### config.mk
export PLATFORM = sky130hd
export DESIGN_NAME = div_iter
export DESIGN_NICKNAME = d
export VERILOG_FILES = /design/src/rtl/div_pkg.sv /design/src/rtl/div_abs.sv /design/src/rtl/div_iter.sv
export SDC_FILE = /design/constraint.sdc
export NUM_CORES = 1
export LEC_CHECK = 0
export ABC_CLOCK_PERIOD_IN_PS = 5800
export CAP_MARGIN = 20
export CORE_MARGIN = 3
export CORE_UTILIZATION = 58
export CTS_CLUSTER_DIAMETER = 200
export DETAILED_ROUTE_END_ITERATION = 7
export GPL_TIMING_DRIVEN = 1
export PLACE_DENSITY = 0.92
export RECOVER_POWER = 100
export SYNTH_ARGS = -nofsm -noshare
export SYNTH_HDL_FRONTEND = slang
export SYNTH_HIERARCHICAL = 1
export SYNTH_SLANG_ARGS = --single-unit
### constraint.sdc
create_clock -name clk -period 5.8 [get_ports clk]
set_input_delay 1.16 -clock clk [delete_from_list [all_inputs] [get_ports clk]]
set_output_delay 1.16 -clock clk [all_outputs]
set_load 0.05 [all_outputs]
### src/rtl/div_pkg.sv
// Shared types and sizing helpers for the iterative divider.
package div_pkg;

  typedef enum logic [1:0] {
    IDLE = 2'd0,
    CALC = 2'd1,
    DONE = 2'd2
  } div_state_t;

  // Counter must hold the value WIDTH itself, hence one bit beyond $clog2.
  function automatic int cnt_width(input int width);
    return $clog2(width) + 1;
  endfunction

endpackage

### src/rtl/div_abs.sv
// Conditional two's-complement negate: used both to take operand magnitudes
// and to re-apply the result signs.
module div_abs #(
  parameter int WIDTH = 32
) (
  input  logic [WIDTH-1:0] value,
  input  logic             neg,
  output logic [WIDTH-1:0] result
);

  assign result = neg ? -value : value;

endmodule

### src/rtl/div_iter.sv
// Iterative restoring divider, one quotient bit per clock, signed or unsigned.
//
//   state | meaning
//   IDLE  | in_ready high, waiting for operands
//   CALC  | shifting out one quotient bit per cycle, MSB first
//   DONE  | out_valid high, result held until out_ready
module div_iter
  import div_pkg::*;
#(
  parameter int WIDTH = 32
) (
  input  logic             clk,
  input  logic             rst,
  input  logic             in_valid,
  output logic             in_ready,
  input  logic             sign,
  input  logic [WIDTH-1:0] dividend,
  input  logic [WIDTH-1:0] divisor,
  output logic             out_valid,
  input  logic             out_ready,
  output logic [WIDTH-1:0] quotient,
  output logic [WIDTH-1:0] remainder,
  output logic             div_by_zero,
  output logic             overflow
);

  localparam int CW = cnt_width(WIDTH);
  localparam logic [CW-1:0]    CNT_LOAD = CW'(WIDTH);
  localparam logic [CW-1:0]    CNT_ONE  = CW'(1);
  localparam logic [WIDTH-1:0] MIN_VAL  = {1'b1, {(WIDTH-1){1'b0}}};

  div_state_t state, state_nxt;

  logic [CW-1:0]    cnt;
  logic [WIDTH:0]   rem_q;
  logic [WIDTH-1:0] quo_q;
  logic [WIDTH-1:0] den_q;
  logic             q_neg;
  logic             r_neg;
  logic             ovf_pend;

  logic             accept;
  logic             last;
  logic             dvd_neg;
  logic             dsr_neg;
  logic [WIDTH-1:0] dvd_mag;
  logic [WIDTH-1:0] dsr_mag;
  logic [WIDTH+1:0] rem_shift;
  logic [WIDTH+1:0] rem_diff;
  logic             bit_ok;
  logic [WIDTH:0]   rem_nxt;
  logic [WIDTH-1:0] quo_nxt;
  logic [WIDTH-1:0] q_fixed;
  logic [WIDTH-1:0] r_fixed;

  assign in_ready  = (state == IDLE);
  assign out_valid = (state == DONE);
  assign accept    = in_valid && in_ready;
  assign last      = (cnt == CNT_ONE);
  assign dvd_neg   = sign && dividend[WIDTH-1];
  assign dsr_neg   = sign && divisor[WIDTH-1];

  div_abs #(.WIDTH(WIDTH)) u_dvd_abs (.value(dividend), .neg(dvd_neg), .result(dvd_mag));
  div_abs #(.WIDTH(WIDTH)) u_dsr_abs (.value(divisor),  .neg(dsr_neg), .result(dsr_mag));

  // Partial remainder stays below the divisor, so the sign bit of the
  // trial subtraction alone decides whether the quotient bit is 1.
  assign rem_shift = {rem_q, quo_q[WIDTH-1]};
  assign rem_diff  = rem_shift - {2'b00, den_q};
  assign bit_ok    = ~rem_diff[WIDTH+1];
  assign rem_nxt   = bit_ok ? rem_diff[WIDTH:0] : rem_shift[WIDTH:0];
  assign quo_nxt   = {quo_q[WIDTH-2:0], bit_ok};

  div_abs #(.WIDTH(WIDTH)) u_q_fix (.value(quo_nxt),            .neg(q_neg), .result(q_fixed));
  div_abs #(.WIDTH(WIDTH)) u_r_fix (.value(rem_nxt[WIDTH-1:0]), .neg(r_neg), .result(r_fixed));

  always_ff @(posedge clk) begin
    if (rst) state <= IDLE;
    else     state <= state_nxt;
  end

  always_comb begin
    state_nxt = state;
    case (state)
      IDLE: if (accept) state_nxt = (divisor == '0) ? DONE : CALC;
      CALC: if (last) state_nxt = DONE;
      DONE: if (out_ready) state_nxt = IDLE;
      default: state_nxt = IDLE;
    endcase
  end

  always_ff @(posedge clk) begin
    if (rst) begin
      cnt         <= '0;
      rem_q       <= '0;
      quo_q       <= '0;
      den_q       <= '0;
      q_neg       <= 1'b0;
      r_neg       <= 1'b0;
      ovf_pend    <= 1'b0;
      quotient    <= '0;
      remainder   <= '0;
      div_by_zero <= 1'b0;
      overflow    <= 1'b0;
    end else begin
      case (state)
        IDLE: begin
          if (accept) begin
            overflow <= 1'b0;
            if (divisor == '0) begin
              quotient    <= '1;
              remainder   <= dividend;
              div_by_zero <= 1'b1;
            end else begin
              div_by_zero <= 1'b0;
              cnt         <= CNT_LOAD;
              rem_q       <= '0;
              quo_q       <= dvd_mag;
              den_q       <= dsr_mag;
              q_neg       <= sign && (dividend[WIDTH-1] ^ divisor[WIDTH-1]);
              r_neg       <= dvd_neg;
              ovf_pend    <= sign && (dividend == MIN_VAL) && (divisor == '1);
            end
          end
        end
        CALC: begin
          cnt   <= cnt - CNT_ONE;
          rem_q <= rem_nxt;
          quo_q <= quo_nxt;
          if (last) begin
            quotient  <= q_fixed;
            remainder <= r_fixed;
            overflow  <= ovf_pend;
          end
        end
        default: ;
      endcase
    end
  end

endmodule

==> results of run 1 <==
==> worst paths after layout <==
kind                                start             to  slack [ns]
worst min-delay path            den_q[18]      den_q[18]        0.46
worst min register to register  den_q[18]      den_q[18]        0.46
worst max register to register  rem_q[19]  remainder[30]        0.35
worst max-delay path            rem_q[19]  remainder[30]        0.35
==> logic make-up (layout without fill, tap and decap cells) <==
group	after synthesis	after routing
adders and majority gates	39	39
and+or+nand+nor	577	577
buffers and inverters	173	258
muxes	83	83
xor gates and xnor gates	146	146
AOI/OAI and AO/OA	382	382
DFF	174	174
==> per-layer routing <==
layer	wire length [um]	up-vias	GRT usage, %
li1	-	5926	-
met1	15890	5972	43.45
met2	17860	871	51.06
met3	4666	142	6.710
met4	1734	0	14.51
met5	0	-	0
==> tightest hold or removal path: stages, from the launching register on <==
cell	delay (ns)
sky130_fd_sc_hd__dfxtp_1	0.31
sky130_fd_sc_hd__nand2_1	0.05
sky130_fd_sc_hd__a21oi_1	0.05
==> layout make-up <==
type | instances | area [um2]
tap | 275 | 344.1
multi-input combinational | 1227 | 8300
inverter | 69 | 261.5
clock inverter | 15 | 143.9
clock buffer | 17 | 425.4
fill | 1599 | 6584
timing repair buffer | 157 | 1545
sequential | 174 | 3483
==> registers in the layout, indices dropped and copies added, names as in the netlist, 2 cells and up <==
| register | count |
|---|---|
| rem_q | 33 |
| remainder | 32 |
| quo_q | 32 |
| den_q | 32 |
| state | 2 |
| quotient | 32 |
| cnt | 6 |
==> synth_stat cells (9+ instances only) <==
| cell type | instances |
|---|---|
| sky130_fd_sc_hd__a211oi_1 | 67 |
| sky130_fd_sc_hd__a21oi_1 | 75 |
| sky130_fd_sc_hd__a22o_1 | 23 |
| sky130_fd_sc_hd__a32oi_1 | 9 |
| sky130_fd_sc_hd__and2_1 | 9 |
| sky130_fd_sc_hd__buf_6 | 9 |
| sky130_fd_sc_hd__clkbuf_1 | 84 |
| sky130_fd_sc_hd__dfxtp_1 | 174 |
| sky130_fd_sc_hd__ha_1 | 38 |
| sky130_fd_sc_hd__inv_1 | 67 |
| sky130_fd_sc_hd__mux2_4 | 12 |
| sky130_fd_sc_hd__mux2i_1 | 67 |
| sky130_fd_sc_hd__nand2_1 | 147 |
| sky130_fd_sc_hd__nand2b_1 | 14 |
| sky130_fd_sc_hd__nand3_1 | 19 |
| sky130_fd_sc_hd__nand4_1 | 21 |
| sky130_fd_sc_hd__nor2_1 | 164 |
| sky130_fd_sc_hd__nor2b_1 | 10 |
| sky130_fd_sc_hd__nor3_1 | 57 |
| sky130_fd_sc_hd__nor4_1 | 66 |
| sky130_fd_sc_hd__o21ai_0 | 67 |
| sky130_fd_sc_hd__o31ai_1 | 34 |
| sky130_fd_sc_hd__o41ai_1 | 36 |
| sky130_fd_sc_hd__or3_1 | 11 |
| sky130_fd_sc_hd__or4_1 | 9 |
| sky130_fd_sc_hd__or4_4 | 9 |
| sky130_fd_sc_hd__xnor2_1 | 133 |
| sky130_fd_sc_hd__xor2_1 | 13 |
==> through the flow <==
stage               std cells  worst slack, ns  hold WS (ns)  instance area (um2)
detailed placement       1900           0.5783        0.4455                13930
finish                   1934           0.3454        0.4551                14500
global route             1934          0.03790        0.4742                14500
global placement         1900           0.7447        0.4378                13930
floorplan                1574           0.9100        0.4271                12510
CTS                      1932           0.4760        0.4564                14500
==> report_power, final <==
| part | leakage [nW] | switching [mW] | internal, mW |
|---|---|---|---|
| logic | 3.88 | 0.853 | 0.508 |
| registers | 1.42 | 0.0816 | 1.27 |
| clock network | 0.285 | 0.555 | 0.572 |
==> results.txt, run 1 <==
----------------------------------------------------
[Routing]
  Residual DRC count ... 0
  DRT iter0 DRCs ... 1,586
  Detailed-route via count ... 12,910
  Average via count per standard cell ... 6.676
  Number of routed nets with antenna violations ... 0
  Number of detailed-routing iterations run before antenna repair ... 6
  Final routed wirelength across all metal layers ... 40.15 mm
  Wirelength per Cell ... 20.76 um

[Timing]
  Tightest slew margin relative to the limit ... -169.1%
  RSZ-0062 raised after global routing ... false
  Clock tree skew after final layout ... 0.01080 ns
  Setup violators final ... 0
  Number of failing hold endpoints at the final stage ... 0
  Final worst path period need ... 5.455 ns
  Fin. max-slew vios ... 124
  Slew @ Worst Pin ... 4.036 ns
  Maximum achievable frequency ... 183.3 MHz
  Final clock period utilization by the worst path ... 94.05%
  Setup TNS ... 0 ns

[Yosys]
  Synth Flop Type ... sky130_fd_sc_hd__dfxtp_1
  Number of enable flip-flop cells after synthesis ... 0
  Synth top area share ... 27.85%
  Area share of fa/ha/maj cells after synthesis ... 3.962%
  Synth cell types ... 74
  Cells after Synth ... 1,574
  Xor/xnor share of the synthesized area ... 10.22%
  Async S/R FF share, synth ... 0%
  Post-synth design cell area ... 0.01251 mm2
  Leading area contributor after synthesis ... sky130_fd_sc_hd__dfxtp_1
  Fraction of the yosys area taken by sequential cells ... 27.85%
  Main combinational cell family by area after synthesis ... simple AND/OR/NAND/NOR gates
  Mapped Avg Cell Area ... 7.946 um2
  Post-synthesis simple-gate area fraction ... 22.85%
  Fraction of the mapped netlist area in compound gates ... 22.06%
  Flop and latch count out of synthesis ... 174
  Multiplexer share of the synthesized area ... 7.163%
  Nets in the synthesized netlist ... 1,682
  Main area contributors after synthesis ... sky130_fd_sc_hd__dfxtp_1 28%, sky130_fd_sc_hd__xnor2_1 9.3%, sky130_fd_sc_hd__mux2i_1 5.4%, sky130_fd_sc_hd__nor2_1 4.9%, sky130_fd_sc_hd__nand2_1 4.4%
  Yosys warnings ... 6

[Flow run]
  Max-capacitance violation count ... 2

[Die]
  Core Box Area ... 0.02109 mm2
  IO Count ... 137
  Initial core utilization ... 59.31%
  Y dimension of the die ... 152.8 um
  Die X ... 152.8 um
  Overall die area ... 0.02336 mm2
  Row Count ... 53

[Critical path]
  Highest cell delay on the worst timing path ... 0.55 ns
  Total stage count of the critical path ... 18
  Endpoint kind of the worst setup timing path ... register
  Required time at the worst-slack endpoint ... 6.14 ns
  Arrival time reported for the critical path endpoint ... 5.79 ns
  Category of the most critical setup path ... register to register
  Biggest fanout along the worst timing path ... 25
  Family with the most delay on the worst path ... compound AO/OA/AOI/OAI gates
  Slowest-stage cell, CP ... sky130_fd_sc_hd__o311ai_4
  Cell-by-cell listing of the critical path ... ha_1 > nand2_1 > a211oi_1 > o32ai_2 > nand2_2 > o311ai_4 > or2_1 > buf_4 > o21ai_0 > inv_1 > ha_1 > nor4b_1 > clkbuf_1 > nand2_1 > or3_1 > o311ai_1 > mux2i_1 > a211oi_1
  FF-to-FF path depth ... 18
  Critical path buffer and inverter count ... 3
  Kind of start point of the critical path ... register

[CTS]
  Resized cells post-CTS ... 0
  Clock transition time at the flip-flop clock pins of the worst setup and hold paths ... 0.07 ns
  Clock latency on the worst-skew pair ... 0.45 ns
  TritonCTS Buffers ... 17
  CTS sink count ... 174
  Hold_buf cts ... 0
  H-tree depth ... 4
  TritonCTS clock tree ... built
  Maximum buffer depth of the clock tree ... 2
  CTS root buffer ... sky130_fd_sc_hd__clkbuf_16
  Post-CTS Setup Bufs ... 0

[GRT]
  Overflow left after global routing ... 0
  GRT Total Usage ... 32.54%
  Antenna violations before repair ... 0
  Vias in the first global route ... 11,780
  First-pass GRT wire length ... 62.74 mm
  Maximum number of pins on one net before global-route repair ... 90

[Place]
  Final RePlAce weighted congestion ... 0.9773
  Count of input and output buffers ... 136
  HPWL Detailed ... 29.27 mm

[Status]
  Result of the run ... complete, but fails checks
  Violated checks ... capacitance limit, slew limit

[Power and ir drop]
  Leakage power ... 5.587 nW
  Power per unit of standard cell area ... 264.8 mW/mm2
  Worst vdd ir ... 0.1758 mV
  Final Total Pwr ... 3.840 mW

[Layout]
  Most common library cell in the layout ignoring fill and taps ... sky130_fd_sc_hd__dfxtp_1
  Util after Layout ... 68.78%
  Final net count ... 1,754
  Proportion of layout cells with a drive suffix above 1 ... 6.028%
  Antenna fix cells ... 0
  Post-synthesis to final-layout area growth ... 15.97%
  Highest-count cells in the layout ignoring fill and taps ... 174 x sky130_fd_sc_hd__dfxtp_1, 162 x sky130_fd_sc_hd__nor2_1, 147 x sky130_fd_sc_hd__nand2_1, 133 x sky130_fd_sc_hd__xnor2_1, 74 x sky130_fd_sc_hd__a21oi_1

[Hold path]
  Worst Hold Path Cells ... 2
  Min-Delay Path Class ... register to register

----------------------------------------------------
(Power assumes the default switching activity.)
==> run 2: changes to the inputs <==
Settings changed: ABC_CLOCK_PERIOD_IN_PS 5800 to unset.
==> results of run 2 <==
No change in the layout: final DEF, timing and power equal those of run 1.
==> run 3: changes to the inputs <==
Settings changed: RECOVER_POWER 100 to unset.
==> run 3 against run 2 <==
Clock skew is essentially flat. Cell count is the same. Sequential share of layout area fell by 0.083 points. Critical path type unchanged. Wire length hardly changed. Global-route usage unchanged. The run now ends clean. Maximum frequency increased by 0.35%.
==> results.txt, run 3 (synthesis gave the netlist of run 1 again) <==
----------------------------------------------------
[Routing]
  DRT iter0 DRCs ... 1,682 (+6.1%)
  Number of routed nets with antenna violations ... 0 (unchanged)
  Number of detailed-routing iterations run before antenna repair ... 6 (unchanged)
  Residual DRC count ... 0 (unchanged)
  Wirelength per Cell ... 20.74 um (about the same)
  Final routed wirelength across all metal layers ... 40.12 mm (about the same)
  Detailed-route via count ... 12,910 (-0.046%)
  Average via count per standard cell ... 6.673 (about the same)

[Die]
  Row Count ... 53 (unchanged)
  Initial core utilization ... 59.31% (unchanged)
  Y dimension of the die ... 152.8 um (unchanged)
  IO Count ... 137 (unchanged)
  Overall die area ... 0.02336 mm2 (unchanged)
  Die X ... 152.8 um (unchanged)
  Core Box Area ... 0.02109 mm2 (unchanged)

[CTS]
  H-tree depth ... 4 (unchanged)
  Clock transition time at the flip-flop clock pins of the worst setup and hold paths ... 0.07 ns (about the same)
  TritonCTS clock tree ... built
  Post-CTS Setup Bufs ... 0 (unchanged)
  CTS sink count ... 174 (unchanged)
  Clock latency on the worst-skew pair ... 0.44 ns (about the same)
  Resized cells post-CTS ... 0 (unchanged)
  TritonCTS Buffers ... 17 (unchanged)
  Maximum buffer depth of the clock tree ... 2 (unchanged)
  Hold_buf cts ... 0 (unchanged)
  CTS root buffer ... sky130_fd_sc_hd__clkbuf_16

[Layout]
  Largest Register ... rem_q
  Highest-count cells in the layout ignoring fill and taps ... 174 x sky130_fd_sc_hd__dfxtp_1, 162 x sky130_fd_sc_hd__nor2_1, 147 x sky130_fd_sc_hd__nand2_1, 135 x sky130_fd_sc_hd__clkdlybuf4s50_1, 133 x sky130_fd_sc_hd__xnor2_1
  Post-synthesis to final-layout area growth ... 16.37%
  Proportion of layout cells with a drive suffix above 1 ... 6.510% (+0.48 points)
  Final non-filler cell area ... 0.01455 mm2 (+0.35%)
  Antenna fix cells ... 0 (unchanged)
  Flip-flop count of the largest register after layout ... 33 (unchanged)
  Final non-filler cell total ... 1,934 (unchanged)
  Final net count ... 1,754 (unchanged)
  Filler Cell Count ... 1,585 (-0.88%)
  Util after Layout ... 69.02% (+0.24 points)
  Most common library cell in the layout ignoring fill and taps ... sky130_fd_sc_hd__dfxtp_1

[Place]
  Post-placement cell area ... 0.01393 mm2 (unchanged)
  Number of placed instances with taps included ... 1,900 (unchanged)
  Worst-case setup slack after placement ... 0.5783 ns (unchanged)
  Final RePlAce weighted congestion ... 0.9773 (unchanged)
  Count of input and output buffers ... 136 (unchanged)
  HPWL Detailed ... 29.27 mm (unchanged)

[Power and ir drop]
  Combinational Power Share ... 35.7% (+0.3 points)
  Worst vdd ir ... 0.1727 mV (-1.7%)
  Power per unit of standard cell area ... 264.7 mW/mm2 (about the same)
  Flop pwr share ... 35.1% (about the same)
  Clock power share ... 29.2% (-0.2 points)
  Leakage power ... 5.386 nW (-3.6%)
  Switching Share ... 38.72% (-0.082 points)
  Internal power ... 2.361 mW (+0.46%)
  Switching Power ... 1.492 mW (+0.12%)
  Final Total Pwr ... 3.853 mW (+0.33%)

[GRT]
  Vias in the first global route ... 11,780 (unchanged)
  First-pass GRT wire length ... 62.74 mm (unchanged)
  Antenna violations before repair ... 0 (unchanged)
  GRT Total Usage ... 32.54% (unchanged)
  Overflow left after global routing ... 0 (unchanged)
  Maximum number of pins on one net before global-route repair ... 90 (unchanged)

[Critical path]
  Highest cell delay on the worst timing path ... 0.65 ns (+0.10 ns)
  Kind of start point of the critical path ... register
  Arrival time reported for the critical path endpoint ... 5.79 ns (about the same)
  Slowest-stage cell, CP ... sky130_fd_sc_hd__or4_4
  Biggest fanout along the worst timing path ... 25 (unchanged)
  Cell-by-cell listing of the critical path ... ha_1 > nand2_1 > a211oi_1 > o32ai_2 > nand2_2 > o311ai_4 > or2_1 > buf_4 > o21ai_0 > or4_4 > or4_4 > or3_1 > o311ai_1 > mux2i_1 > a211oi_1
  Critical path buffer and inverter count ... 1 (-2)
  Family with the most delay on the worst path ... simple AND/OR/NAND/NOR gates
  Required time at the worst-slack endpoint ... 6.15 ns (about the same)
  Endpoint kind of the worst setup timing path ... register
  Total stage count of the critical path ... 15 (-3)
  FF-to-FF path depth ... 15 (-3)
  Category of the most critical setup path ... register to register

[Timing]
  Setup violators final ... 0 (unchanged)
  Final clock period utilization by the worst path ... 93.72% (-0.33 points)
  Maximum achievable frequency ... 184.0 MHz (+0.35%)
  Number of failing hold endpoints at the final stage ... 0 (unchanged)
  Clock tree skew after final layout ... 0.01112 ns (+0.0003170 ns)
  Tightest slew margin relative to the limit ... 30.30% (+200 points)
  Final worst path period need ... 5.436 ns (-0.01890 ns)
  Final Hold Slack ... 0.4551 ns (+0.00002000 ns)
  Fin. max-slew vios ... 0 (-100%)
  Worst Slack Setup Final ... 0.3643 ns (+0.01890 ns)
  Slew @ Worst Pin ... 1.046 ns (-2.991 ns)
  Setup TNS ... 0 ns (unchanged)
  RSZ-0062 raised after global routing ... false

[Flow run]
  Max-capacitance violation count ... 0 (-2)

[Hold path]
  Min-Delay Path Class ... register to register
  Worst Hold Path Cells ... 2 (unchanged)

[Status]
  Result of the run ... finished clean

----------------------------------------------------
[run 3: cell count changes in the layout (fill, tap and decap cells not counted), sizes merged]
cell,before,now
dlygate4sd3,69,0
clkbuf,24,17
clkdlybuf4s50,66,135
buf,15,22
[run 3: final timing paths]
kind	from	endpoint	slack (ns)
max reg2reg	rem_q[19]	remainder[30]	0.36
min reg2reg	den_q[18]	den_q[18]	0.46
max	rem_q[19]	remainder[30]	0.36
min	den_q[18]	den_q[18]	0.46
[run 3: final cells by class]
class	count	area, um2	share of cell area (%)
clock buffers	17	425.4	2.923
inverters	69	261.5	1.797
repair buffers	157	1569	10.78
clock inverters	15	143.9	0.9886
multi-input cells	1227	8327	57.21
well taps	275	344.1	2.364
flip-flops and latches	174	3483	23.93
[run 3: per-layer routing]
metal  share of wire, %  routed length (um)  vias up  GRT usage [%]
li1                   -                   -     5927              -
met1                 40               16180     5987          43.45
met2                 44               17760      854          51.06
met3                 11                4462      137          6.710
met4                4.3                1718        0          14.51
met5                  0                   0        -              0
[run 3: power groups by stage]
| stage | sequential (mW) | clock [mW] | combinational, mW |
|---|---|---|---|
| final | 1.35 | 1.12 | 1.38 |
| after floorplan | 1.41 | 0 | 0.907 |
| after CTS | 1.35 | 1.13 | 1.32 |
| after global routing | 1.36 | 1.18 | 1.46 |
| after global placement | 1.37 | 0 | 1.27 |
| after detailed placement | 1.38 | 0 | 1.31 |
[run 3: tightest hold or removal path, delay by kind of cell (launching register included)]
kind               cells  cell delay (ns)
DFF                    1             0.31
and+or+nand+nor        1             0.05
AOI/OAI and AO/OA      1             0.05
